==> src/rtl/ram_block_copier_pkg.sv <==
// Shared memory-utility constants: copier FSM encoding, operating modes and
// default geometry of the single-port RAM instances in this codebase.
package ram_block_copier_pkg;

    localparam int STATE_BITS = 3;

    localparam logic [STATE_BITS-1:0] ST_IDLE = 3'd0;
    localparam logic [STATE_BITS-1:0] ST_RD   = 3'd1;
    localparam logic [STATE_BITS-1:0] ST_CAP  = 3'd2;
    localparam logic [STATE_BITS-1:0] ST_WR   = 3'd3;
    localparam logic [STATE_BITS-1:0] ST_FIN  = 3'd4;

    localparam logic MODE_COPY = 1'b0;
    localparam logic MODE_FILL = 1'b1;

    localparam int RAM_ADDR_BITS_DEFAULT = 10;
    localparam int RAM_DATA_BITS_DEFAULT = 8;

endpackage

==> src/rtl/ram_block_copier.sv <==
// Block copy / fill initiator for a single-port synchronous RAM with a
// one-cycle registered read. Every output is a register loaded for the next cycle.
module ram_block_copier
    import ram_block_copier_pkg::*;
#(
    parameter int ADDR_BITS = RAM_ADDR_BITS_DEFAULT,
    parameter int DATA_BITS = RAM_DATA_BITS_DEFAULT
) (
    input  logic                 clk,
    input  logic                 reset_n,
    input  logic                 start,
    input  logic                 mode,
    input  logic [ADDR_BITS-1:0] src_addr,
    input  logic [ADDR_BITS-1:0] dst_addr,
    input  logic [ADDR_BITS:0]   len,
    input  logic [DATA_BITS-1:0] fill_data,
    input  logic                 abort,
    output logic                 busy,
    output logic                 done,
    output logic                 aborted,
    output logic                 ram_ena,
    output logic                 ram_wea,
    output logic [ADDR_BITS-1:0] ram_addr,
    output logic [DATA_BITS-1:0] ram_din,
    input  logic [DATA_BITS-1:0] ram_dout
);

    logic [STATE_BITS-1:0] state;
    logic [ADDR_BITS:0]    idx;
    logic [ADDR_BITS:0]    count_q;
    logic [ADDR_BITS-1:0]  src_q;
    logic [ADDR_BITS-1:0]  dst_q;
    logic                  mode_q;
    logic [DATA_BITS-1:0]  fill_q;

    logic [ADDR_BITS:0]    idx_next;
    logic [ADDR_BITS-1:0]  src_next;
    logic [ADDR_BITS-1:0]  dst_cur;
    logic [ADDR_BITS-1:0]  dst_next;
    logic                  last_word;

    // Address sums drop the carry so both windows wrap around the RAM.
    always_comb begin
        idx_next  = idx + 1'b1;
        src_next  = src_q + idx_next[ADDR_BITS-1:0];
        dst_cur   = dst_q + idx[ADDR_BITS-1:0];
        dst_next  = dst_q + idx_next[ADDR_BITS-1:0];
        last_word = (idx_next == count_q);
    end

    always_ff @(posedge clk or negedge reset_n) begin
        if (!reset_n) begin
            state    <= ST_IDLE;
            idx      <= '0;
            count_q  <= '0;
            src_q    <= '0;
            dst_q    <= '0;
            mode_q   <= MODE_COPY;
            fill_q   <= '0;
            busy     <= 1'b0;
            done     <= 1'b0;
            aborted  <= 1'b0;
            ram_ena  <= 1'b0;
            ram_wea  <= 1'b0;
            ram_addr <= '0;
            ram_din  <= '0;
        end else begin
            done    <= 1'b0;
            ram_ena <= 1'b0;
            ram_wea <= 1'b0;
            case (state)
                ST_IDLE: begin
                    if (start) begin
                        count_q <= len;
                        src_q   <= src_addr;
                        dst_q   <= dst_addr;
                        mode_q  <= mode;
                        fill_q  <= fill_data;
                        idx     <= '0;
                        aborted <= 1'b0;
                        if (len == '0) begin
                            state <= ST_FIN;
                            done  <= 1'b1;
                        end else if (mode == MODE_COPY) begin
                            state    <= ST_RD;
                            busy     <= 1'b1;
                            ram_ena  <= 1'b1;
                            ram_addr <= src_addr;
                        end else begin
                            state    <= ST_WR;
                            busy     <= 1'b1;
                            ram_ena  <= 1'b1;
                            ram_wea  <= 1'b1;
                            ram_addr <= dst_addr;
                            ram_din  <= fill_data;
                        end
                    end
                end
                ST_RD: begin
                    if (abort) begin
                        state   <= ST_FIN;
                        busy    <= 1'b0;
                        done    <= 1'b1;
                        aborted <= 1'b1;
                    end else begin
                        state <= ST_CAP;
                    end
                end
                // Read data is on ram_dout now; it goes straight into the write register.
                ST_CAP: begin
                    if (abort) begin
                        state   <= ST_FIN;
                        busy    <= 1'b0;
                        done    <= 1'b1;
                        aborted <= 1'b1;
                    end else begin
                        state    <= ST_WR;
                        ram_ena  <= 1'b1;
                        ram_wea  <= 1'b1;
                        ram_addr <= dst_cur;
                        ram_din  <= ram_dout;
                    end
                end
                ST_WR: begin
                    idx <= idx_next;
                    if (abort || last_word) begin
                        state   <= ST_FIN;
                        busy    <= 1'b0;
                        done    <= 1'b1;
                        aborted <= abort;
                    end else if (mode_q == MODE_COPY) begin
                        state    <= ST_RD;
                        ram_ena  <= 1'b1;
                        ram_addr <= src_next;
                    end else begin
                        state    <= ST_WR;
                        ram_ena  <= 1'b1;
                        ram_wea  <= 1'b1;
                        ram_addr <= dst_next;
                        ram_din  <= fill_q;
                    end
                end
                ST_FIN: begin
                    state <= ST_IDLE;
                end
                default: begin
                    state <= ST_IDLE;
                    busy  <= 1'b0;
                end
            endcase
        end
    end

endmodule

==> config.mk <==
export PLATFORM = sky130hd
export DESIGN_NAME = ram_block_copier
export DESIGN_NICKNAME = d
export VERILOG_FILES = /design/src/rtl/ram_block_copier_pkg.sv /design/src/rtl/ram_block_copier.sv
export SDC_FILE = /design/constraint.sdc
export NUM_CORES = 1
export LEC_CHECK = 0
export CORE_MARGIN = 3
export CORE_UTILIZATION = 50
export CTS_CLUSTER_DIAMETER = 100
export DETAILED_ROUTE_END_ITERATION = 16
export PLACE_DENSITY = 0.86
export SETUP_SLACK_MARGIN = 0.2
export SYNTH_ARGS = -nofsm -noshare
export SYNTH_HDL_FRONTEND = slang
export SYNTH_SLANG_ARGS = --single-unit
==> constraint.sdc <==
create_clock -name clk -period 5.1 [get_ports clk]
set_input_delay 1.02 -clock clk [delete_from_list [all_inputs] [get_ports clk]]
set_output_delay 1.02 -clock clk [all_outputs]
set_load 0.05 [all_outputs]
Word level (Yosys, flattened, before mapping)
Cells that the tools add are included.
W data, S select, Z words.

storage, ports and cells
  flip-flop bits (word level) = 77
  logic and storage cells = 94
  input bits = 52
  output and inout bits = 23

operators by class
  equal/unequal tests = 13
  $add $sub $neg = 4
  reductions and logical operators = 13
  bitwise gates (word level) = 1
  muxes and demuxes = 49

operators with widths
  kind                     number
  $mux W10                 6
  $mux W8                  6
  $add A10 B10 Y10         3
  $pmux W10 S3             1
  $pmux W8 S3              1
  $pmux W11 S2             1
  $mux W1                  20
  $mux W3                  5
  $ne A2 B2 Y1 const B     7
  $pmux W1 S3              4
  $pmux W3 S4              1
  $add A11 B1 Y11 const B  1
  $eq A11 B11 Y1           1
  $logic_not A11 Y1        1
  $mux W11                 1
  $reduce_and A5 Y1        2
  $reduce_and A7 Y1        1
  $eq A3 B2 Y1 const B     2
  $reduce_bool A3 Y1       2
  $mux W2                  2
  $pmux W1 S4              1
  $reduce_and A2 Y1        2
  $reduce_and A4 Y1        1
  $eq A3 B1 Y1 const B     1
  7 further kinds          7

Longest topological paths before layout
  word-level depth = 5
  gate-level depth with buffers = 12

Worst setup path after synthesis
OpenSTA, ideal clock, no wires.

  path type = register to register
  start point = register mode_q
  end point = register ram_addr[8]
  data arrival time = 2.968 ns
  required time = 4.971 ns
  slack = 2.003 ns
  buffers on the path = 1
  period minus slack after synthesis = 3.097 ns
  stages on the path, launching flop included = 12
  path through = dfrtp_1 -> buf_1 -> mux2_2 -> ha_1 -> fa_1 -> a211oi_1 -> o21ai_0 -> a2111oi_0 -> nor3_1 -> xor2_1 -> o221ai_1 -> mux2i_1

between the ends
  longest elaborated chain between the ends = 3

RTL lines
  item                      line                     source
  start: declaration        ram_block_copier.sv:33   logic mode_q;
  start signal: assignment  ram_block_copier.sv:77   mode_q <= mode;
  $mux W10                  ram_block_copier.sv:131  end else if (mode_q == MODE_COPY) begin
  $mux W10                  ram_block_copier.sv:126  if (abort || last_word) begin
  $pmux W10 S3              ram_block_copier.sv:71   case (state)
  end signal: assignment    ram_block_copier.sv:88   ram_addr <= src_addr;
  end signal: assignment    ram_block_copier.sv:134  ram_addr <= src_next;
  end signal: assignment    ram_block_copier.sv:139  ram_addr <= dst_next;
  end: declaration          ram_block_copier.sv:23   output logic [ADDR_BITS-1:0] ram_addr,

No other way between the ends. The select of a mux whose other input is x is not followed.
A chain may end at the register's enable or synchronous reset.

Worst setup path after layout
Same ends and word-level chain as after synthesis.

==> results by group <==
Die
  – Area enclosed by the die boundary: between 10000 and 15000 um2
  – Number of rows created at floorplan: 35
  – Vertical die dimension: 105 um
  – Core Box Area: 9420 um2
  – Chip width: 105 um
  – Io pins: 75
  – Starting Density: 52.4%

Synthesis
  – Number of flops mapped to enable cells by yosys: 0
  – Portion of synthesized cell area occupied by the leading cell type: 39.1%
  – Number of unique standard cell types used by synthesis: between 60 and 70
  – Net Count, Synth: about 540
  – Area of the mapped netlist: a little under 5000 um2
  – Share of async-settable or async-resettable flops after synthesis: 100%
  – Prevailing post-synth register cell: dfrtp_1
  – Yosys reg bits: 77
  – Sequential-to-total area share from yosys stat: 39.1%
  – Cells taking the most area after synthesis: dfrtp_1 (39%), mux2_2 (11%), ha_1 (4.8%), mux2_4 (4.6%), mux2i_1 (4.3%)
  – Cell type with the highest aggregate area in the netlist: dfrtp_1
  – Cells after Synth: 465
  – Post-Syn Area per Cell: 10.6 um2
  – Total of warnings raised by yosys: 0

Outcome
  – Run status: completed

Hold path
  – Class of the tightest hold or removal check: register to register

Run
  – Max_cap viols: 0

STA
  – Setup repair after global routing missed its margin: false
  – Hold Vio Cnt, Final: 0
  – Slew Limit Fails: 0
  – Worst slew margin: 29.9%
  – Tightest Pin Transition: 1.05 ns
  – Setup Total Neg Slack: 0 ns
  – Clock skew: 0.00929 ns
  – Maximum frequency from static timing analysis: approximately 270 MHz
  – Finish-stage setup viols: 0
  – Min cycle time layout: 3.67 ns
  – Final worst-path cycle share: 71.9%

Critical path
  – Nature of the critical path startpoint: register
  – Ordered list of cells on the worst path: mux2_2 -> ha_1 -> fa_1 -> a211oi_1 -> o21ai_0 -> a2111oi_0 -> nor3_1 -> xor2_1 -> o221ai_1 -> mux2i_1
  – CP max FO: 13
  – Data arrival time of the critical path: 3.88 ns
  – Crit-path leading delay family: compound AO/OA/AOI/OAI gates
  – Stage delay of the slowest cell on the critical path: 0.75 ns
  – Critical path's slowest cell: dfrtp_1
  – CP endpoint kind: register
  – WP buf/inv: 0
  – Critical path type: register to register
  – Required arrival time at the worst endpoint: 5.31 ns

Global routing
  – Global-route wire length before repair: slightly below 20000 um
  – Vias in the first global route: 3910
  – Number of antenna violations at the first check in global routing: 0
  – Sum of overflow across all layers after global routing: 0
  – Maximum number of pins on one net before global-route repair: 78
  – Total global-route track usage: between 20% and 30%

Finish
  – Layout overhead on the synthesized area: 19.6%
  – Layout Utilization: 62.6%
  – Layout fillers: 756
  – Fin nets: between 600 and 700
  – Commonest cells after routing, fill and taps aside: dfrtp_1 (77), clkdlybuf4s50_1 (73), mux2_2 (49)
  – Total area of multi-input combinational cells: 2790 um2
  – Sequential cell area: 1930 um2
  – Leading cell type in the layout, fill and taps excluded: dfrtp_1
  – Antenna fix cells: 0
  – Fraction of final layout cells with drive strength greater than 1: 18.0%

Placed design
  – Gp weighted congestion: 0.893
  – Final HPWL from detailed placement: 8650 um
  – Number of port buffers: 74

Detailed routing
  – Length of the first detailed-routing pass in iterations: 5
  – Routed via count: 3864
  – Count of nets left with antenna violations after detail routing: 0
  – Per-cell routed wire length: 17.7 um
  – Detailed Route WL: around 12000 um
  – Via density per instance: 5.83
  – Violation count after the first detailed-route iteration: 202
  – Remaining routing DRC violations: 0

Power
  – Power share of the clock group: about an eighth
  – Seq pwr share: between 30 and 40%
  – Combinational fraction of design power: 55.9%
  – Internal power: about 0.0021 W
  – Leakage power total: 2.50 nW
  – Pwr/cell area: between 600 and 700 nW/um2
  – P_sw: 0.00157 W
  – Switching share of total power: a little over two fifths
  – Worst vdd rail ir drop: a little under 0.0003 V

Clocking
  – Number of post-CTS setup repair buffers: 0
  – Clock tree buffer depth: 2
  – Post-CTS sizing: 0
  – CTS Root Buffer Type: clkbuf_8
  – Clock tree from TritonCTS: yes
  – Clock transition at the register clock pins on the worst setup and hold paths after CTS: about 0.090 ns
  – Skew-Pair Late Insertion Delay: 0.36 ns
  – Inserted Clock Buffers: 9
  – Htree depth: 3
  – Clock tree sinks: 77
  – Count of hold-fix buffers inserted at cts: 0
-- kinds of logic (layout without fill, tap and decap cells) --
logic type / after synthesis / count (layout) / share of synthesized area [%]
compound gates: 96 / 96 / 12.6
xor+xnor: 34 / 34 / 6.75
fa+ha+maj: 21 / 21 / 5.63
buf+inv: 38 / 107 / 4.49
flops: 77 / 77 / 39.1
mux: 86 / 86 / 20.2
simple gates: 113 / 113 / 11.2
-- worst paths after layout --
check / endpoint / slack [ns] / start / cells after the start
max reg2reg: ram_addr[8] / 1.43 / mode_q / 10
min reg2reg: ram_addr[5] / 0.50 / ram_addr[5] / 1
max: ram_addr[8] / 1.43 / mode_q / 10
min: ram_addr[5] / 0.50 / ram_addr[5] / 1
max in group asynchronous: src_q[4] / 3.67 / reset_n / 1
min in group asynchronous: state[2] / 0.81 / reset_n / 1
-- Yosys cell counts, drive strengths merged (4+ instances only) --
master / instances
mux2: 65
a21o: 4
a211oi: 8
xnor2: 21
and3: 5
dfrtp: 77
nand2: 33
buf: 10
o211ai: 7
inv: 13
nor2: 32
clkbuf: 14
o31ai: 4
nor3: 14
xor2: 11
a21oi: 17
ha: 19
nand3: 11
o21ai: 34
mux2i: 21
-- registers in the layout (all words and copies together) (netlist names), 3 cells and up --
signal    cells
ram_din       8
state         3
src_q        10
dst_q        10
idx          11
fill_q        8
count_q      11
ram_addr     10
-- per-stage QoR --
step                instances  power, W  hold slack [ns]  cell area (um2)  worst slack [ns]
finish                    663   0.00364            0.504             5900              1.43
detailed placement        647   0.00316            0.486             5690              1.05
global placement          647   0.00308            0.471             5690              1.15
CTS                       663   0.00365            0.507             5900              1.44
floorplan                 465   0.00264            0.464             4930              2.00
global route              663   0.00388            0.515             5900              1.18
-- power by group through the flow --
| stage | combinational (W) | clock, W | sequential (W) |
|---|---|---|---|
| after floorplan | 0.00129 | 0 | 0.00135 |
| after global placement | 0.00196 | 0 | 0.00112 |
| after detailed placement | 0.00203 | 0 | 0.00113 |
| after CTS | 0.00204 | 0.000493 | 0.00112 |
| after global routing | 0.00220 | 0.000518 | 0.00116 |
| final | 0.00204 | 0.000484 | 0.00112 |
-- per-layer routing --
layer  global-route usage (%)  vias up  share of wire, %
met4                     4.87        0               1.1
met3                     4.72       17               6.5
met2                     35.6      145                48
met5                        0        -                 0
met1                     29.6     1881                45
li1                         -     1821                 -
-- cell type report --
class / count / area share, %
timing repair buffer: 78 / 13.0
inverter: 13 / 0.827
sequential: 77 / 32.7
multi-input combinational: 350 / 47.3
tap: 129 / 2.74
clock buffer: 9 / 2.10
clock inverter: 7 / 1.36
(Power assumes the default switching activity.)
